**src/rtl/l2_response_buffer.sv**
```systemverilog
// -----------------------------------------------------------------------------
// l2_response_buffer
//
// FIFO between the L2 update stage and the core response network. Every
// registered response packet from the update stage is captured, because the
// pipeline cannot be stalled. Packets are delivered in arrival order over a
// valid/ready handshake. An almost-full flag tells the L2 arbiter to stop
// issuing requests while there is still room for packets already in flight.
//
// Packet layout (l2rsp_packet_t, MSB first, 113 bits):
//   status[1:0] | core[3:0] | id[7:0] | packet_type[1:0] | cache_type |
//   data[63:0]  | address[31:0]
// The buffer never looks inside a packet; it is carried bit for bit.
//
// Ports:
//   clk                  clock, all logic on the rising edge
//   reset                synchronous, active-high reset
//   l2_response_valid_i  (l2_response_valid) packet present, no backpressure
//   l2_response          packet from the update stage
//   l2rb_response_valid  head packet valid toward the cores
//   l2rb_response        head packet (show-ahead)
//   l2rb_response_ready  consumer accepts the head packet this cycle
//   l2rb_almost_full     occupancy >= ALMOST_FULL_THRESHOLD
//   l2rb_occupancy       current entry count
//   l2rb_overflow        sticky: a packet arrived while full and was dropped
// -----------------------------------------------------------------------------
module l2_response_buffer #(
  parameter int unsigned  FIFO_DEPTH            = 8,
  parameter int unsigned  ALMOST_FULL_THRESHOLD = 4,
  localparam int unsigned PKT_W                 = 113,
  localparam int unsigned PTR_W                 = $clog2(FIFO_DEPTH),
  localparam int unsigned CNT_W                 = $clog2(FIFO_DEPTH) + 1
) (
  input  logic             clk,
  input  logic             reset,
  input  logic             l2_response_valid,
  input  logic [PKT_W-1:0] l2_response,
  output logic             l2rb_response_valid,
  output logic [PKT_W-1:0] l2rb_response,
  input  logic             l2rb_response_ready,
  output logic             l2rb_almost_full,
  output logic [CNT_W-1:0] l2rb_occupancy,
  output logic             l2rb_overflow
);

  localparam logic [CNT_W-1:0] DEPTH_C = CNT_W'(FIFO_DEPTH);
  localparam logic [CNT_W-1:0] AF_C    = CNT_W'(ALMOST_FULL_THRESHOLD);

  // Elaboration-time parameter sanity.
  if ((FIFO_DEPTH < 4) || ((FIFO_DEPTH & (FIFO_DEPTH - 1)) != 0)) begin : g_bad_depth
    $error("l2_response_buffer: FIFO_DEPTH must be a power of two >= 4");
  end
  if ((ALMOST_FULL_THRESHOLD == 0) || (ALMOST_FULL_THRESHOLD > FIFO_DEPTH)) begin : g_bad_af
    $error("l2_response_buffer: ALMOST_FULL_THRESHOLD must be in 1..FIFO_DEPTH");
  end

  // Storage and state.
  logic [PKT_W-1:0] mem_q [FIFO_DEPTH];
  logic [PTR_W-1:0] wr_ptr_q, wr_ptr_d;
  logic [PTR_W-1:0] rd_ptr_q, rd_ptr_d;
  logic [CNT_W-1:0] occ_q, occ_d;
  logic             ovf_q, ovf_d;

  logic empty;
  logic full;
  logic push;
  logic pop;
  logic push_acc;
  logic drop;

  assign empty = (occ_q == '0);
  assign full  = (occ_q == DEPTH_C);
  assign push  = l2_response_valid;
  // Ready is ignored while empty, so an empty buffer can never underflow.
  assign pop   = !empty && l2rb_response_ready;
  // At full, a same-cycle pop frees the head slot; the push reuses it.
  assign push_acc = push && (!full || pop);
  assign drop     = push && full && !pop;

  always_comb begin
    wr_ptr_d = wr_ptr_q;
    rd_ptr_d = rd_ptr_q;
    occ_d    = occ_q;
    ovf_d    = ovf_q;

    // Pointers wrap naturally because FIFO_DEPTH is a power of two.
    if (push_acc) begin
      wr_ptr_d = wr_ptr_q + PTR_W'(1);
    end
    if (pop) begin
      rd_ptr_d = rd_ptr_q + PTR_W'(1);
    end

    case ({push_acc, pop})
      2'b10:   occ_d = occ_q + CNT_W'(1);
      2'b01:   occ_d = occ_q - CNT_W'(1);
      default: occ_d = occ_q;
    endcase

    if (drop) begin
      ovf_d = 1'b1;
    end
  end

  always_ff @(posedge clk) begin
    if (reset) begin
      wr_ptr_q <= '0;
      rd_ptr_q <= '0;
      occ_q    <= '0;
      ovf_q    <= 1'b0;
    end else begin
      wr_ptr_q <= wr_ptr_d;
      rd_ptr_q <= rd_ptr_d;
      occ_q    <= occ_d;
      ovf_q    <= ovf_d;
    end
  end

  // Storage has no reset; a write during reset lands in a slot that the
  // cleared pointers and occupancy already treat as empty.
  always_ff @(posedge clk) begin
    if (push_acc) begin
      mem_q[wr_ptr_q] <= l2_response;
    end
  end

  // Show-ahead head; no same-cycle bypass of an empty buffer.
  assign l2rb_response_valid = !empty;
  assign l2rb_response       = mem_q[rd_ptr_q];
  assign l2rb_almost_full    = (occ_q >= AF_C);
  assign l2rb_occupancy      = occ_q;
  assign l2rb_overflow       = ovf_q;

  // Invariants.
  a_occ_bound: assert property (@(posedge clk) disable iff (reset)
    occ_q <= DEPTH_C);

  a_no_empty_pop: assert property (@(posedge clk) disable iff (reset)
    empty |-> (rd_ptr_d == rd_ptr_q));

  // A drop is a system-level error upstream, reported but not fatal here.
  a_no_drop: assert property (@(posedge clk) disable iff (reset)
    !drop) else $warning("l2_response_buffer: response dropped while full");

endmodule

```
**config.mk**
```make
export PLATFORM = sky130hd
export DESIGN_NAME = l2_response_buffer
export DESIGN_NICKNAME = d
export VERILOG_FILES = /design/src/rtl/l2_response_buffer.sv
export SDC_FILE = /design/constraint.sdc
export NUM_CORES = 1
export LEC_CHECK = 0
export CORE_MARGIN = 2
export CORE_UTILIZATION = 40
export CTS_BUF_LIST = sky130_fd_sc_hd__clkbuf_16
export CTS_CLUSTER_DIAMETER = 50
export DETAILED_ROUTE_END_ITERATION = 6
export SYNTH_ARGS = -nofsm -noshare
export SYNTH_HDL_FRONTEND = slang
export SYNTH_SLANG_ARGS = --single-unit
```
**constraint.sdc**
```tcl
create_clock -name clk -period 15.57 [get_ports clk]
set_input_delay 3.114 -clock clk [delete_from_list [all_inputs] [get_ports clk]]
set_output_delay 3.114 -clock clk [all_outputs]
set_load 0.03 [all_outputs]
```
Word-level counts from Yosys, hierarchy flattened
Memories as Yosys holds them, arrays and structs flattened. A register that Yosys moved wholly into a read port is not among the register bits.
Index checks and enable logic that the tools add are counted.

word-level totals
  register bits = 11
  bits in writable memories = 904
  bits of input ports = 117
  output and inout port bits = 120
  logic and storage cells = 28
  memories = 1

cells by class
  add/subtract/negate cells = 4
  order comparisons = 1
  eq/ne operators = 3
  muxes and demuxes = 5
  reductions and logical operators = 10

memories
  memory  depth  width  read ports  clocked after Yosys merged registers in  wr ports  RTL line  RTL
  mem_q   8      113    1           1                                        1         58        logic [PKT_W-1:0] mem_q [FIFO_DEPTH];

operators by type and width
  cell                                                  count
  one-hot mux 4 bit (2 select lines)                    1
  adder 3 x 1 -> 3 bit (second input constant)          2
  2-to-1 mux 3 bit                                      2
  adder 4 x 1 -> 4 bit (second input constant)          1
  == test 4 bit (second input constant)                 1
  >= comparator 4 x 3 -> 1 bit (second input constant)  1
  logical AND 1 bit                                     4
  logical NOT 4 bit                                     1
  subtractor 4 x 1 -> 4 bit (second input constant)     1
  logical NOT 1 bit                                     3
  == test 2 x 1 -> 1 bit (second input constant)        1
  == test 2 bit (second input constant)                 1
  2-to-1 mux 1 bit                                      2
  nonzero test 2 bit                                    1
  logical OR 1 bit                                      1

Longest topological paths before layout
  depth after elaboration = 7
  gate-level depth with buffers = 10
  depth with buffers taken out = 8

Worst setup path after synthesis
Ideal clock, no wire load.

  path kind = input to register
  from = input port l2rb_response_ready
  to = memory mem_q[0][0], enable pin
  library setup time = 0.862 ns
  data arrival time = 14.280 ns
  required time = 14.708 ns
  slack = 0.428 ns
  stages on the path = 4
  path buffers = 1
  path through = clkbuf_1 > nand2b_1 > o21ai_2 > nor4_1

on the way
  word-level cells in the longest chain between the ends = 5

RTL lines
  item                                    RTL line  RTL
  start: declaration                      40        input logic l2rb_response_ready,
  logical AND 1 bit                       75        assign pop = !empty && l2rb_response_ready;
  logical OR 1 bit                        77        assign push_acc = push && (!full || pop);
  logical AND 1 bit                       77
  2-to-1 mux 1 bit                        122       if (push_acc) begin
  2-to-1 mux 1 bit (implied by the code)  123       mem_q[wr_ptr_q] <= l2_response;
  end: declaration                        58

No other way between the ends.

==> flow_summary.ini <==
[timing]
fin_crit_ns = 8.27
worst_slack_ns = 7.30
rsz0062_at_grt = false
fin_tns_setup_ns = 0
max_freq_mhz = 121
setup_viol = 0
maxSlewHeadroom_pct = 28.0
period_share_pct = 53.1
tightest_slew_ns = 1.08
skew_ns = 0.0179
drv_slew = 0
hold_viol_final = 0

[power]
total_power_mw = 6.22
p_sw_share_pct = 24.5
switchingPower_mw = 1.52
pwr-share-seq_pct = 45.4
power.internal_mw = 4.69
clkPwrFrac_pct = 37.2
ir_drop_v = 0.0000945
combPwrFrac_pct = 17.4
p_leak_nw = 13.0
p_per_area_mw_per_mm2 = 148

[worst_setup_path]
slowest_delay_ns = 0.78
path_max_fanout = 41
cpMaxStageDelayCell = buf_4
path_cells = buf_4, buf_4, buf_4, mux4_2, mux2_2, clkdlybuf4s50_1
cp_data_arrival_time_ns = 5.16
critPathRequiredTime_ns = 12.46
crit_type = reg2out
critPathBufInv = 4
start_kind = flop
cp_top_family = buffers and inverters
cp_common_cell = buf_4
end_kind = output port

[layout]
drive_gt1_share_pct = 29.9
area_growth_pct = 19.7
nets = 1809

[clock_network]
cts_sinks = 918
cts_buffers = 104
cts_buffer_depth = 3
cts_tree = yes
htreeDepth = 3
insertion_delay_ns = 0.64
clockRootBuffer = clkbuf_16
cts_setup_buffers = 0
ctsResizeCount = 0
cts-hold-fix-buffers = 0
cts.clk_slew.worst_paths_ns = 0.06

[synthesis]
synth.avg_cell_area_sq_um = 25.1
syn_inst = 1394
ys.flop_type = edfxtp_1
synth.largest_area_cell = edfxtp_1
synth.distinct_cells = 40
syn_area_sq_mm = 0.0350
synth_edf_count = 904
async_flop_share_pct = 0
synth_fp_nets = 1514
yosysMostFrequentCell = edfxtp_1
ys_warn_count = 0
synth_common_cells = edfxtp_1, mux4_2, mux2_4
ys_ff_latch = 918
synth-seq-area-share_pct = 78.3
synth_top_cell_area_share_pct = 77.5
synth_top_cells_by_area = edfxtp_1, mux4_2, mux2_4

[detailed_routing]
wl_per_cell_um = 24.4
via_per_inst = 5.23
drtAntennaViolNets = 0
dr.pass1.iters = 7
drt_iter0_markers = 1191
routed_wirelength_um = 71400
drc = 0
via_count = 15321

[grt]
grt_max_degree = 114
grt_overflow = 0
grt_pass1_wl_um = 107000
grt_usage_pct = 16.0
grt_pass1_vias = 16410
antenna_found_initial = 10

[floorplan]
die_area_sq_mm = 0.0899
boundaryPins = 237
initial_utilization_pct = 40.4
die_w_um = 300
die_height_um = 300
fp-row-count = 108
core-area_sq_mm = 0.0868

[flow_run]
max_cap_violations = 0

[placed_design]
pre_cts_slack_ns = 7.75
place_hpwl_um = 36200
gp_congestion = 0.695
io_buffer_count = 236

[status]
status = finished, final reports clean

[hold_path]
hp-class = reg2reg
[layer usage]
layer / track usage (%) / routed length [um] / up-vias
met2: 26.2 / 35500 / 360
met4: 3.99 / 1210 / 18
met1: 21.6 / 30700 / 8240
met3: 3.87 / 3880 / 113
met5: 0 / 109 / -
li1: - / - / 6590
[power groups by stage]
stage | registers, mW | logic [mW] | clock network, mW
after floorplan | 2.87 | 0.794 | 0
after global placement | 2.87 | 1.09 | 0
after detailed placement | 2.88 | 1.10 | 0
after CTS | 2.83 | 1.11 | 2.37
after global routing | 2.83 | 1.15 | 2.48
final | 2.82 | 1.08 | 2.31
[registers in the layout (all words and copies together) (netlist names), named ones only]
name / count
l2rb_overflow: 1
rd_ptr_q: 3
mem_q: 904
l2rb_occupancy: 4
wr_ptr_q: 3
[metrics by stage]
step / instance area [sq um] / std cells / utilization [%] / hold slack [ns]
CTS: 41900 / 2927 / 48.3 / 0.488
global route: 41900 / 2928 / 48.3 / 0.521
floorplan: 35000 / 1394 / - / 0.454
finish: 41900 / 2928 / 48.3 / 0.491
global placement: 38600 / 2738 / 44.5 / 0.487
detailed placement: 38600 / 2738 / 44.5 / 0.471
[path summary, 6_finish.rpt]
kind | end | depth (start not counted) | slack (ns) | start
worst max register to register | mem_q[5][72] | 5 | 11.58 | l2rb_occupancy[2]
worst min register to register | l2rb_overflow | 2 | 0.49 | l2rb_overflow
worst min-delay path | l2rb_overflow | 2 | 0.49 | l2rb_overflow
worst max-delay path | l2rb_response[102] | 6 | 7.30 | flop
[tightest hold or removal path, delay by kind of cell, from the launching register on]
family / cells / cell delay [ns]
compound gates: 1 / 0.05
flops: 1 / 0.34
simple gates: 1 / 0.07
[cell families after synthesis]
| kind of cell | count (synthesis) | synth area share [%] |
|---|---|---|
| compound gates | 13 | 0.297 |
| xor+xnor | 6 | 0.150 |
| fa+ha+maj | 3 | 0.107 |
| buf+inv | 71 | 1.51 |
| flops | 918 | 78.3 |
| mux | 341 | 19.0 |
| simple gates | 42 | 0.611 |
[placed cells by master, fill, tap and decap left out, types with 2 or more instances in the layout]
cell	n
inv_1	18
clkdlybuf4s50_1	236
nand3_1	2
nor2_4	3
mux2_2	40
dfxtp_4	3
nor3_2	4
inv_6	9
nor4b_1	2
dfxtp_1	11
clkinvlp_4	8
nor2_1	11
nor2b_1	2
or3_1	2
mux2i_1	2
buf_4	18
ha_1	3
bufinv_16	7
nand2b_1	5
mux4_2	226
clkinv_1	19
xnor2_1	3
buf_12	5
a31oi_1	2
mux2_4	73
a21oi_1	2
edfxtp_1	904
clkinv_2	14
clkbuf_16	107
clkinv_4	7
xor2_1	3
nand2_1	5
[final cells by class]
type                    instances  area, sq um
diodes                          1         2.50
inverters                       1         3.75
repair buffers                259         2600
well taps                    1155         1450
clock inverters                82          627
clock buffers                 107         2680
multi-input cells             405         7110
flip-flops and latches        918        27400
fillers                      7009        44800
No activity file was read; power rests on OpenSTA's default activity.
